===== src/rtl/tx_ctrl_sm_param_if.sv =====
// Link-side signal bundle for the parametrised TX sequencer.
// master = sequencer side, slave = RX link / ROM / bench side.
interface tx_ctrl_sm_param_if #(
  parameter int DATA_W    = 8,
  parameter int NUM_WORDS = 4,
  parameter int ADR_W     = (NUM_WORDS > 1) ? $clog2(NUM_WORDS) : 1
);
  // Handshake: rx_ready is a level sampled only while the sequencer is idle;
  // once a word starts it always runs to completion. tx_vld qualifies every
  // serial slot on the line, with no backpressure inside a word.
  logic              rx_ready;
  logic              start;
  logic [DATA_W-1:0] word_in;
  logic [ADR_W-1:0]  adr;
  logic              read;
  logic              load;
  logic              shift;
  logic              tx_vld;
  logic              inc;
  logic              tx_par;
  logic              par_bit;
  logic              tx_finish;
  logic [2:0]        dbg_state;

  modport master (
    input  rx_ready, start, word_in,
    output adr, read, load, shift, tx_vld, inc, tx_par, par_bit, tx_finish,
    output dbg_state
  );

  modport slave (
    output rx_ready, start, word_in,
    input  adr, read, load, shift, tx_vld, inc, tx_par, par_bit, tx_finish,
    input  dbg_state
  );
endinterface


===== src/rtl/tx_ctrl_sm_param.sv =====
// Parametrised TX sequencer: reads NUM_WORDS ROM words and strobes the shift register.
// Optional per-word parity slot enabled by defining TX_PARITY_EN.
module tx_ctrl_sm_param #(
  parameter int DATA_W    = 8,
  parameter int NUM_WORDS = 4,
  parameter int ADR_W     = (NUM_WORDS > 1) ? $clog2(NUM_WORDS) : 1
) (
  input  logic                clk,
  input  logic                clr,
  tx_ctrl_sm_param_if.master  bus
);

  localparam int CNT_W = (DATA_W > 2) ? $clog2(DATA_W) : 1;
  localparam logic [CNT_W-1:0] BIT_LAST = CNT_W'(DATA_W - 2);
  localparam logic [ADR_W-1:0] LAST_ADR = ADR_W'(NUM_WORDS - 1);

  typedef enum logic [2:0] {
    S_IDLE   = 3'd0,
    S_READ   = 3'd1,
    S_LOAD   = 3'd2,
    S_SHIFT  = 3'd3,
    S_INC    = 3'd4,
    S_FINISH = 3'd5
`ifdef TX_PARITY_EN
    , S_PAR  = 3'd6
`endif
  } state_t;

  state_t           state;
  state_t           state_nxt;
  logic [CNT_W-1:0] bit_cnt;
  logic [ADR_W-1:0] adr_q;
  logic             last_word;

  logic read_q, load_q, shift_q, vld_q, inc_q, finish_q;
  logic read_nxt, load_nxt, shift_nxt, vld_nxt, inc_nxt, finish_nxt;

  assign last_word = (adr_q == LAST_ADR);

  always_comb begin
    state_nxt = S_IDLE;
    case (state)
      S_IDLE:   state_nxt = bus.rx_ready ? S_READ : S_IDLE;
      S_READ:   state_nxt = S_LOAD;
      S_LOAD:   state_nxt = S_SHIFT;
      S_SHIFT: begin
        if (bit_cnt == BIT_LAST)
`ifdef TX_PARITY_EN
          state_nxt = S_PAR;
`else
          state_nxt = S_INC;
`endif
        else
          state_nxt = S_SHIFT;
      end
`ifdef TX_PARITY_EN
      S_PAR:    state_nxt = S_INC;
`endif
      S_INC:    state_nxt = last_word ? S_FINISH : S_IDLE;
      S_FINISH: state_nxt = bus.start ? S_IDLE : S_FINISH;
      default:  state_nxt = S_IDLE;
    endcase
  end

  // Strobes are decoded from the next state and registered, so each one is a
  // pure function of the state register seen on the following cycle.
  always_comb begin
    read_nxt   = (state_nxt == S_READ);
    load_nxt   = (state_nxt == S_LOAD);
    shift_nxt  = (state_nxt == S_SHIFT);
    inc_nxt    = (state_nxt == S_INC);
    finish_nxt = (state_nxt == S_FINISH);
    vld_nxt    = (state_nxt == S_SHIFT) || (state_nxt == S_INC);
`ifdef TX_PARITY_EN
    vld_nxt    = vld_nxt || (state_nxt == S_PAR);
`endif
  end

`ifdef TX_PARITY_EN
  logic par_q;
  logic tx_par_q;
`endif

  always_ff @(posedge clk) begin
    if (clr) begin
      state    <= S_IDLE;
      adr_q    <= '0;
      bit_cnt  <= '0;
      read_q   <= 1'b0;
      load_q   <= 1'b0;
      shift_q  <= 1'b0;
      vld_q    <= 1'b0;
      inc_q    <= 1'b0;
      finish_q <= 1'b0;
`ifdef TX_PARITY_EN
      par_q    <= 1'b0;
      tx_par_q <= 1'b0;
`endif
    end else begin
      state <= state_nxt;

      if (state == S_LOAD)
        bit_cnt <= '0;
      else if (state == S_SHIFT)
        bit_cnt <= bit_cnt + CNT_W'(1);

      // Address never wraps mid-run: it only returns to 0 on the last word.
      if (state == S_INC)
        adr_q <= last_word ? '0 : adr_q + ADR_W'(1);
      else if ((state == S_FINISH) && bus.start)
        adr_q <= '0;

      read_q   <= read_nxt;
      load_q   <= load_nxt;
      shift_q  <= shift_nxt;
      vld_q    <= vld_nxt;
      inc_q    <= inc_nxt;
      finish_q <= finish_nxt;
`ifdef TX_PARITY_EN
      if (state == S_LOAD)
        par_q <= ^bus.word_in;
      tx_par_q <= (state_nxt == S_PAR);
`endif
    end
  end

  assign bus.adr       = adr_q;
  assign bus.read      = read_q;
  assign bus.load      = load_q;
  assign bus.shift     = shift_q;
  assign bus.tx_vld    = vld_q;
  assign bus.inc       = inc_q;
  assign bus.tx_finish = finish_q;
  assign bus.dbg_state = state;
`ifdef TX_PARITY_EN
  assign bus.tx_par    = tx_par_q;
  assign bus.par_bit   = par_q;
`else
  assign bus.tx_par    = 1'b0;
  assign bus.par_bit   = 1'b0;
`endif

endmodule


===== src/flat_wrapper.sv =====
// flat-port wrapper written by rule: the top's interface ports become plain ports
module tx_ctrl_sm_param_flat 
#(
  parameter int DATA_W    = 8,
  parameter int NUM_WORDS = 4,
  parameter int ADR_W     = (NUM_WORDS > 1) ? $clog2(NUM_WORDS) : 1
)
  (clk, clr, bus_rx_ready, bus_start, bus_word_in, bus_adr, bus_read, bus_load, bus_shift, bus_tx_vld, bus_inc, bus_tx_par, bus_par_bit, bus_tx_finish, bus_dbg_state);
  tx_ctrl_sm_param_if #(.DATA_W(DATA_W), .NUM_WORDS(NUM_WORDS), .ADR_W(ADR_W)) bus_i ();
  input  logic clk;
  input  logic clr;
  input wire logic [$bits(bus_i.rx_ready)-1:0] bus_rx_ready;
  input wire logic [$bits(bus_i.start)-1:0] bus_start;
  input wire logic [$bits(bus_i.word_in)-1:0] bus_word_in;
  output wire logic [$bits(bus_i.adr)-1:0] bus_adr;
  output wire logic [$bits(bus_i.read)-1:0] bus_read;
  output wire logic [$bits(bus_i.load)-1:0] bus_load;
  output wire logic [$bits(bus_i.shift)-1:0] bus_shift;
  output wire logic [$bits(bus_i.tx_vld)-1:0] bus_tx_vld;
  output wire logic [$bits(bus_i.inc)-1:0] bus_inc;
  output wire logic [$bits(bus_i.tx_par)-1:0] bus_tx_par;
  output wire logic [$bits(bus_i.par_bit)-1:0] bus_par_bit;
  output wire logic [$bits(bus_i.tx_finish)-1:0] bus_tx_finish;
  output wire logic [$bits(bus_i.dbg_state)-1:0] bus_dbg_state;
  assign bus_i.rx_ready = bus_rx_ready;
  assign bus_i.start = bus_start;
  assign bus_i.word_in = bus_word_in;
  assign bus_adr = bus_i.adr;
  assign bus_read = bus_i.read;
  assign bus_load = bus_i.load;
  assign bus_shift = bus_i.shift;
  assign bus_tx_vld = bus_i.tx_vld;
  assign bus_inc = bus_i.inc;
  assign bus_tx_par = bus_i.tx_par;
  assign bus_par_bit = bus_i.par_bit;
  assign bus_tx_finish = bus_i.tx_finish;
  assign bus_dbg_state = bus_i.dbg_state;
  tx_ctrl_sm_param #(.DATA_W(DATA_W), .NUM_WORDS(NUM_WORDS), .ADR_W(ADR_W)) u_core (.clk(clk), .clr(clr), .bus(bus_i));
endmodule

===== config.mk =====
export PLATFORM = sky130hd
export DESIGN_NAME = tx_ctrl_sm_param_flat
export DESIGN_NICKNAME = d
export VERILOG_FILES = /design/src/rtl/tx_ctrl_sm_param_if.sv /design/src/rtl/tx_ctrl_sm_param.sv /design/src/flat_wrapper.sv
export SDC_FILE = /design/constraint.sdc
export NUM_CORES = 1
export LEC_CHECK = 0
export BUFFER_PORTS_ARGS = -buffer_cell sky130_fd_sc_hd__buf_4
export CAP_MARGIN = 10
export CORE_MARGIN = 1
export CORE_UTILIZATION = 48
export CTS_CLUSTER_SIZE = 25
export DETAILED_ROUTE_END_ITERATION = 7
export GPL_ROUTABILITY_DRIVEN = 0
export PLACE_DENSITY = 0.76
export SLEW_MARGIN = 25
export SYNTH_ARGS = -nofsm -noshare
export SYNTH_HDL_FRONTEND = slang
export SYNTH_SLANG_ARGS = --single-unit

===== constraint.sdc =====
create_clock -name clk -period 4.4 [get_ports clk]
set_clock_uncertainty 0.05 [all_clocks]
set_input_delay 0.88 -clock clk [delete_from_list [all_inputs] [get_ports clk]]
set_output_delay 0.88 -clock clk [all_outputs]
set_load 0.005 [all_outputs]

---- Yosys cells after proc, flatten, opt, wreduce, memory -nomap -nowiden ----
Cells that the tools add are included.
word-level totals
  output and inout bits ................... 13
  flip-flop bits (word level) ............. 14
operators by class
  mux-type cells .......................... 8
  reductions and logical operators ........ 5
  $add $sub $neg .......................... 2
  equality and inequality tests ........... 12
operators with widths
  operator                                        count
  one-hot mux 3 bit (6 select lines)              1
  == test 3 bit (second input constant)           5
  == test 3 x 2 -> 1 bit (second input constant)  4
  2-to-1 mux 3 bit                                3
  == test 3 x 1 -> 1 bit (second input constant)  2
  2-to-1 mux 2 bit                                3
  adder 3 x 1 -> 3 bit (second input constant)    1
  logical NOT 3 bit                               1
  adder 2 x 1 -> 2 bit (second input constant)    1
  == test 2 bit (second input constant)           1
  nonzero test 2 bit                              1
  OR reduction 2 bit                              1
  logical AND 1 bit                               1
  logical OR 1 bit                                1
  2-to-1 mux 1 bit                                1

---- Depth between registers and ports, before layout ----
Gate-level depths: netlist of the first run.
  depth in word-level cells ............... 5
  mapped depth ............................ 6
  depth with buffers taken out ............ 6

---- Worst setup path before layout of the first run ----
OpenSTA, ideal clock, no wires.
  kind .................................... input port to flip-flop
  start point ............................. input port bus_rx_ready
  end point ............................... register u_core.vld_q (netlist: u_core.bus.tx_vld)
  required time ........................... 4.218 ns
  data arrival time ....................... 1.518 ns
  path buffers ............................ 0
  stages on the path ...................... 4
  path slack .............................. 2.700 ns
  path through ............................ mux2i_1 o32ai_4 nor2_1 o22ai_1
between the ends
  cells in the longest elaborated chain, start to end .. 4
  elaborated cells on any way between the ends .. 5
  classes of those cells .................. eq/ne (2); mux (2); reduce/logical (1)
RTL lines
  element                                                  line                     source
  from (decl)                                              flat_wrapper.sv:12       input wire logic [$bits(bus_i.rx_ready)-1:0] bus_rx_ready;
  2-to-1 mux 1 bit *                                       tx_ctrl_sm_param.sv:43   S_IDLE: state_nxt = bus.rx_ready ? S_READ : S_IDLE;
  one-hot mux 3 bit (6 select lines) *                     tx_ctrl_sm_param.sv:42   case (state)
  == test 3 x 2 -> 1 bit or == test 3 bit (tied branches)  tx_ctrl_sm_param.sv:73   vld_nxt = (state_nxt == S_SHIFT) || (state_nxt == S_INC);
  logical OR 1 bit *                                       tx_ctrl_sm_param.sv:73
  to (signal assigned)                                     tx_ctrl_sm_param.sv:116  vld_q <= vld_nxt;
  to (decl)                                                tx_ctrl_sm_param.sv:35   logic read_q, load_q, shift_q, vld_q, inc_q, finish_q;
Every way passes the cells marked *; elsewhere a longest branch is shown, timed or not.
A chain may end at the register's enable or synchronous reset.

---- Worst setup path in the final report of the first run ----
  start point ............................. register u_core.state[0] (netlist: u_core.bus.dbg_state[0])
  end point ............................... output port bus_dbg_state[0]
RTL lines
  element                 line                     source
  from (decl)             tx_ctrl_sm_param.sv:29   state_t state;
  from (signal assigned)  tx_ctrl_sm_param.sv:100  state <= state_nxt;
  to (decl)               flat_wrapper.sv:24       output wire logic [$bits(bus_i.dbg_state)-1:0] bus_dbg_state;
No word-level cell between the ends.

==> results_dict.tcl, run 1 <==
set metrics [dict create \
    slew_violations 0 \
    drive_gt1_frac 0.244 \
    setup_viol 0 \
    hpwl_um 790 \
    crit_arrival_ns 1.07 \
    cts_tree "yes" \
    drc 0 \
    ant_nets 0 \
    clkSinkCount 14 \
    cts_buffers 3 \
    swShare 0.243 \
    cts_resized 0 \
    diodes 0 \
    combPwrFrac 0.120 \
    grt_max_degree 14 \
    initial_core_util 0.541 \
    cp_slowest_cell "dfxtp_1" \
    startpoint_type "flop" \
    fp.dieH_um 38.1 \
    area_growth_pct 21.6 \
    wl_per_cell_um 11.8 \
    clkPwrFrac 0.354 \
    synthCells 68 \
    h-tree-depth 1 \
    synth.distinct_cells 26 \
    fmaxAchievable_mhz 501 \
    die_w_um 38.1 \
    yosys_warnings 0 \
    static-leakage-power_nw 0.347 \
    port_buffers 14 \
    crit_buf_inv 1 \
    drt_iter0_drc 3 \
    vias 497 \
    critPathTopFamily "flip-flops" \
    max-cap-violations 0 \
    post-route-period-util 0.454 \
    fin_setup_tns_ns 0 \
    grt_pass1_vias 393 \
    cts_hold_buf 0 \
    power.internal_mw 0.199 \
    max_stage_delay_ns 0.60 \
    status "completed" \
    core_area_um2 1160 \
    rows 12 \
    clock_path_buffers 2 \
    post-cts-setup-buffers 0 \
    clock_latency_ns 0.28 \
    vdd_drop_max_mv 0.171 \
    fin_nets 98 \
    vias_per_cell 5.18 \
    dr.pass1.iters 3 \
    hold_viol 0 \
    syn_area_um2 626 \
    fin_area_um2 761 \
    path_class "flop to output port" \
    track_usage 0.179 \
    dpl_cell_area_um2 724 \
    critical_path_required_ns 3.47 \
    syn_area_per_cell_um2 9.20 \
    p_seq_frac 0.527 \
    fin_crit_ns 2.00 \
    critPathMaxFanout 13 \
    overflow 0 \
    drt-total-wl_um 1130 \
    ys_ff_latch 14 \
    die_area_um2 1450 \
    clockRootBuffer "clkbuf_4" \
    grt_pass1_wl_um 1730 \
    clk_pin_slew_worst_paths_ns 0.09 \
    ys_seq_area_frac 0.448 \
    io_pins 25 \
    power_density_nw_per_um2 345 \
    switchingPower_mw 0.0638 \
    end_kind "output port" \
    min-delay-path-class "flop to flop" \
    crit_chain "buf_4" \
    antenna_found_initial 0 \
    rsz0062_at_grt "no" \
]
-- routing by layer --
metal | GRT usage | share of wire | vias to the layer above
met4 | 0.0804 | 0.012 | 0
met3 | 0.0698 | 0.049 | 2
met2 | 0.301 | 0.49 | 10
li1 | - | - | 256
met1 | 0.197 | 0.45 | 229
met5 | 0 | 0 | -
-- final timing paths --
| kind | start | endpoint | slack (ns) | depth (start not counted) |
|---|---|---|---|---|
| max | u_core.bus.dbg_state[0] | bus_dbg_state[0] | 2.40 | 1 |
| min | u_core.bit_cnt[2] | u_core.bit_cnt[2] | 0.44 | 2 |
| min reg2reg | u_core.bit_cnt[2] | u_core.bit_cnt[2] | 0.44 | 2 |
| max reg2reg | u_core.bus.adr[0] | u_core.bus.read | 2.78 | 5 |
-- final cells by class --
type | instances | area, um^2
clock buffer | 4 | 36.3
fill | 100 | 395
inverter | 4 | 15.0
multi-input combinational | 46 | 307
sequential | 14 | 280
tap | 14 | 17.5
timing repair buffer | 14 | 105
-- through the flow --
step,hold WS [ns],util,std cells,power (mW),setup slack [ns]
after detailed placement,0.432,0.627,92,0.173,2.45
after floorplan,0.403,-,69,0.162,2.70
final,0.443,0.658,96,0.263,2.40
after CTS,0.450,0.658,96,0.264,2.40
after global placement,0.426,0.627,92,0.172,2.48
after global routing,0.493,0.658,96,0.275,2.34
-- synth_stat cells (all sizes together) --
cell,n,area share
a2111o,1,0.018
a21oi,6,0.048
a22oi,1,0.012
and3,1,0.010
buf,4,0.038
clkbuf,1,0.0060
conb,1,0.0060
dfxtp,14,0.45
ha,3,0.060
inv,4,0.024
mux2i,1,0.016
nand2b,5,0.050
nand3b,1,0.012
nand4b,1,0.014
nor2,12,0.072
nor2b,3,0.030
nor3,1,0.0080
nor3b,2,0.024
nor4,2,0.030
o21ai,1,0.0080
o21bai,1,0.012
o22ai,1,0.010
o32ai,1,0.044
-- cells by family (layout without fill, tap and decap cells) --
kind of cell	after synthesis	after routing	share of synthesized area
AOI/OAI and AO/OA	12	12	0.152
adders and majority gates	3	3	0.0600
buffers and inverters	9	22	0.0680
DFF	14	14	0.448
muxes	1	1	0.0160
other	1	2	0.00599
and+or+nand+nor	28	28	0.250
-- power by group through the flow --
stage	clock network [mW]	registers [mW]	logic [mW]
after global placement	0	0.141	0.0311
final	0.0928	0.138	0.0314
after global routing	0.100	0.139	0.0352
after detailed placement	0	0.141	0.0318
after CTS	0.0941	0.138	0.0318
after floorplan	0	0.139	0.0234
-- state kept, by name (all words and copies together), names as in the netlist --
name / count
u_core.bus.dbg_state: 3
u_core.bus.tx_vld: 1
u_core.bit_cnt: 3
u_core.bus.inc: 1
u_core.bus.tx_finish: 1
u_core.bus.load: 1
u_core.bus.shift: 1
u_core.bus.adr: 2
u_core.bus.read: 1
-- layout by cell type, fill, tap and decap left out, types with 2 or more instances in the layout --
cell and n:
buf_4 14, dfxtp_1 14, nor2_1 12, a21oi_1 6, nand2b_1 5, inv_1 4
nor2b_1 3, ha_1 3, clkbuf_4 3, nor3b_1 2, conb_1 2
No activity file was read; power rests on OpenSTA's default activity.
==> run 2: changes to the inputs <==
--- a/config.mk
+++ b/config.mk
@@ -8,11 +8,11 @@
 export BUFFER_PORTS_ARGS = -buffer_cell sky130_fd_sc_hd__buf_4
 export CAP_MARGIN = 10
 export CORE_MARGIN = 1
-export CORE_UTILIZATION = 48
+export CORE_UTILIZATION = 40
 export CTS_CLUSTER_SIZE = 25
 export DETAILED_ROUTE_END_ITERATION = 7
 export GPL_ROUTABILITY_DRIVEN = 0
-export PLACE_DENSITY = 0.76
+export PLACE_DENSITY = 0.68
 export SLEW_MARGIN = 25
 export SYNTH_ARGS = -nofsm -noshare
 export SYNTH_HDL_FRONTEND = slang
==> constraint.sdc (replaced) <==
create_clock -name clk -period 1.8 [get_ports clk]
set_clock_uncertainty 0.05 [all_clocks]
set_input_delay 0.36 -clock clk [delete_from_list [all_inputs] [get_ports clk]]
set_output_delay 0.36 -clock clk [all_outputs]
set_load 0.005 [all_outputs]
==> run 2 against run 1 <==
  * Non-clock buffer count did not move
  * First-iteration DRC count grew to 4.3 times the previous value
  * Setup slack got worse by 2.2 ns
  * Count of clock-buffer cells in the layout unchanged
  * Critical path type is now flop to flop
  * Flip-flop and latch count is the same
  * Cell count grew 1.0%
  * Highest routed layer unchanged
==> results_dict.tcl, run 2 (synthesized netlist as in run 1, its figures left out) <==
set metrics [dict create \
    setup_viol 0 \
    cts_buffers 3 \
    io_pins 25 \
    drive_gt1_frac 0.244 \
    cts_resized 0 \
    fin_setup_tns_ns 0 \
    fin_nets 98 \
    min_path_cells 2 \
    cts_hold_buf 0 \
    clockRootBuffer "clkbuf_4" \
    hpwl_um 789 \
    grt_max_degree 14 \
    wl_per_cell_um 11.2 \
    diodes 0 \
    reg2reg_depth 5 \
    slew_violations 0 \
    fin_crit_ns 1.64 \
    core_area_um2 1380 \
    antenna_found_initial 0 \
    max_stage_delay_ns 0.47 \
    clock_latency_ns 0.28 \
    end_kind "flop" \
    status "completed" \
    layout_common_cells "buf_4 (14), dfxtp_1 (14), nor2_1 (12), a21oi_1 (6), nand2b_1 (5)" \
    drc 0 \
    ant_nets 0 \
    dr.pass1.iters 4 \
    grt_pass1_vias 434 \
    fillers 121 \
    drt-total-wl_um 1090 \
    cts_tree "yes" \
    overflow 0 \
    h-tree-depth 1 \
    clock_path_buffers 2 \
    port_buffers 14 \
    whs_endpoint "u_core.bus.adr[0]" \
    pre_cts_ws_ns 0.198 \
    vdd_drop_max_mv 0.360 \
    power_mw 0.638 \
    layout_setup_ws_ns 0.163 \
    rows 13 \
    post-cts-setup-buffers 0 \
    rsz0062_at_grt "no" \
    cp_slowest_cell "a2111o_1" \
    power_density_nw_per_um2 838 \
    vias_per_cell 4.92 \
    initial_core_util 0.452 \
    die_area_um2 1730 \
    clk_pin_slew_worst_paths_ns 0.09 \
    critical_path_required_ns 1.94 \
    fp.dieH_um 41.5 \
    crit_cells 5 \
    area_growth_pct 21.8 \
    crit_arrival_ns 1.78 \
    track_usage 0.137 \
    static-leakage-power_nw 0.347 \
    crit_chain "inv_1 > ha_1 > and3_1 > a2111o_1 > nor3_1" \
    critPathMaxFanout 4 \
    worstReg2RegEnd "u_core.bus.load" \
    path_class "flop to flop" \
    clkSinkCount 14 \
    fmaxAchievable_mhz 611 \
    critPathTopFamily "compound AO/OA/AOI/OAI gates" \
    drt_iter0_drc 13 \
    hold_viol 0 \
    hold_start "clr" \
    die_w_um 41.5 \
    min-delay-path-class "primary input to flop" \
    max-cap-violations 0 \
    crit_buf_inv 1 \
    grt_pass1_wl_um 1860 \
    r2r_start "u_core.bit_cnt[0]" \
    reg2reg_slack_ns 0.16 \
    post-route-period-util 0.909 \
    vias 477 \
    startpoint_type "flop" \
]
run 2: cell counts in the layout (fill, tap and decap cells not counted):
Identical to the previous run, type by type.
run 2: stage by stage:
step | utilization | cell area, um^2 | hold slack (ns) | instances
global route | 0.551 | 762 | 0.264 | 97
floorplan | - | 629 | 0.403 | 69
global placement | 0.525 | 726 | 0.421 | 93
detailed placement | 0.525 | 726 | 0.439 | 93
finish | 0.551 | 762 | 0.270 | 97
CTS | 0.551 | 762 | 0.255 | 97
run 2: worst reg2reg max path, delay by kind of cell, from the launching register on:
family,cells,cell delay (ns)
adder cells (fa/ha/maj),1,0.19
buffers and inverters,1,0.06
flip-flops,1,0.39
AND/OR/NAND/NOR,2,0.40
AO/OA/AOI/OAI,1,0.47
run 2: final cells by class:
class / count / area, um^2 / area share
tap: 15 / 18.8 / 0.0246
multi-input combinational: 46 / 307 / 0.402
timing repair buffer: 14 / 105 / 0.138
clock buffer: 4 / 36.3 / 0.0476
inverter: 4 / 15.0 / 0.0197
sequential: 14 / 280 / 0.368
run 2: worst max-delay path by stage:
stage                      start         endpoint  slack [ns]
2_1_floorplan  u_core.bit_cnt[0]  u_core.bus.load        0.31
3_3_place_gp   u_core.bit_cnt[0]  u_core.bus.load        0.22
3_5_place_dp   u_core.bit_cnt[0]  u_core.bus.load        0.20
4_1_cts        u_core.bit_cnt[0]  u_core.bus.load        0.16
5_1_grt        u_core.bit_cnt[0]  u_core.bus.load        0.04
6_report       u_core.bit_cnt[0]  u_core.bus.load        0.16
run 2: routing by layer:
metal | vias to the layer above | part of all wire | GRT usage
met3 | 2 | 0.038 | 0.0391
met5 | - | 0 | 0
met2 | 11 | 0.43 | 0.203
met1 | 209 | 0.52 | 0.185
met4 | 0 | 0.0055 | 0.0581
li1 | 255 | - | -
run 2: power by group:
part | internal [mW] | switching, mW | total [mW]
registers | 0.322 | 0.0157 | 0.338
clock network | 0.123 | 0.100 | 0.223
logic | 0.0404 | 0.0366 | 0.0770
total | 0.486 | 0.153 | 0.638
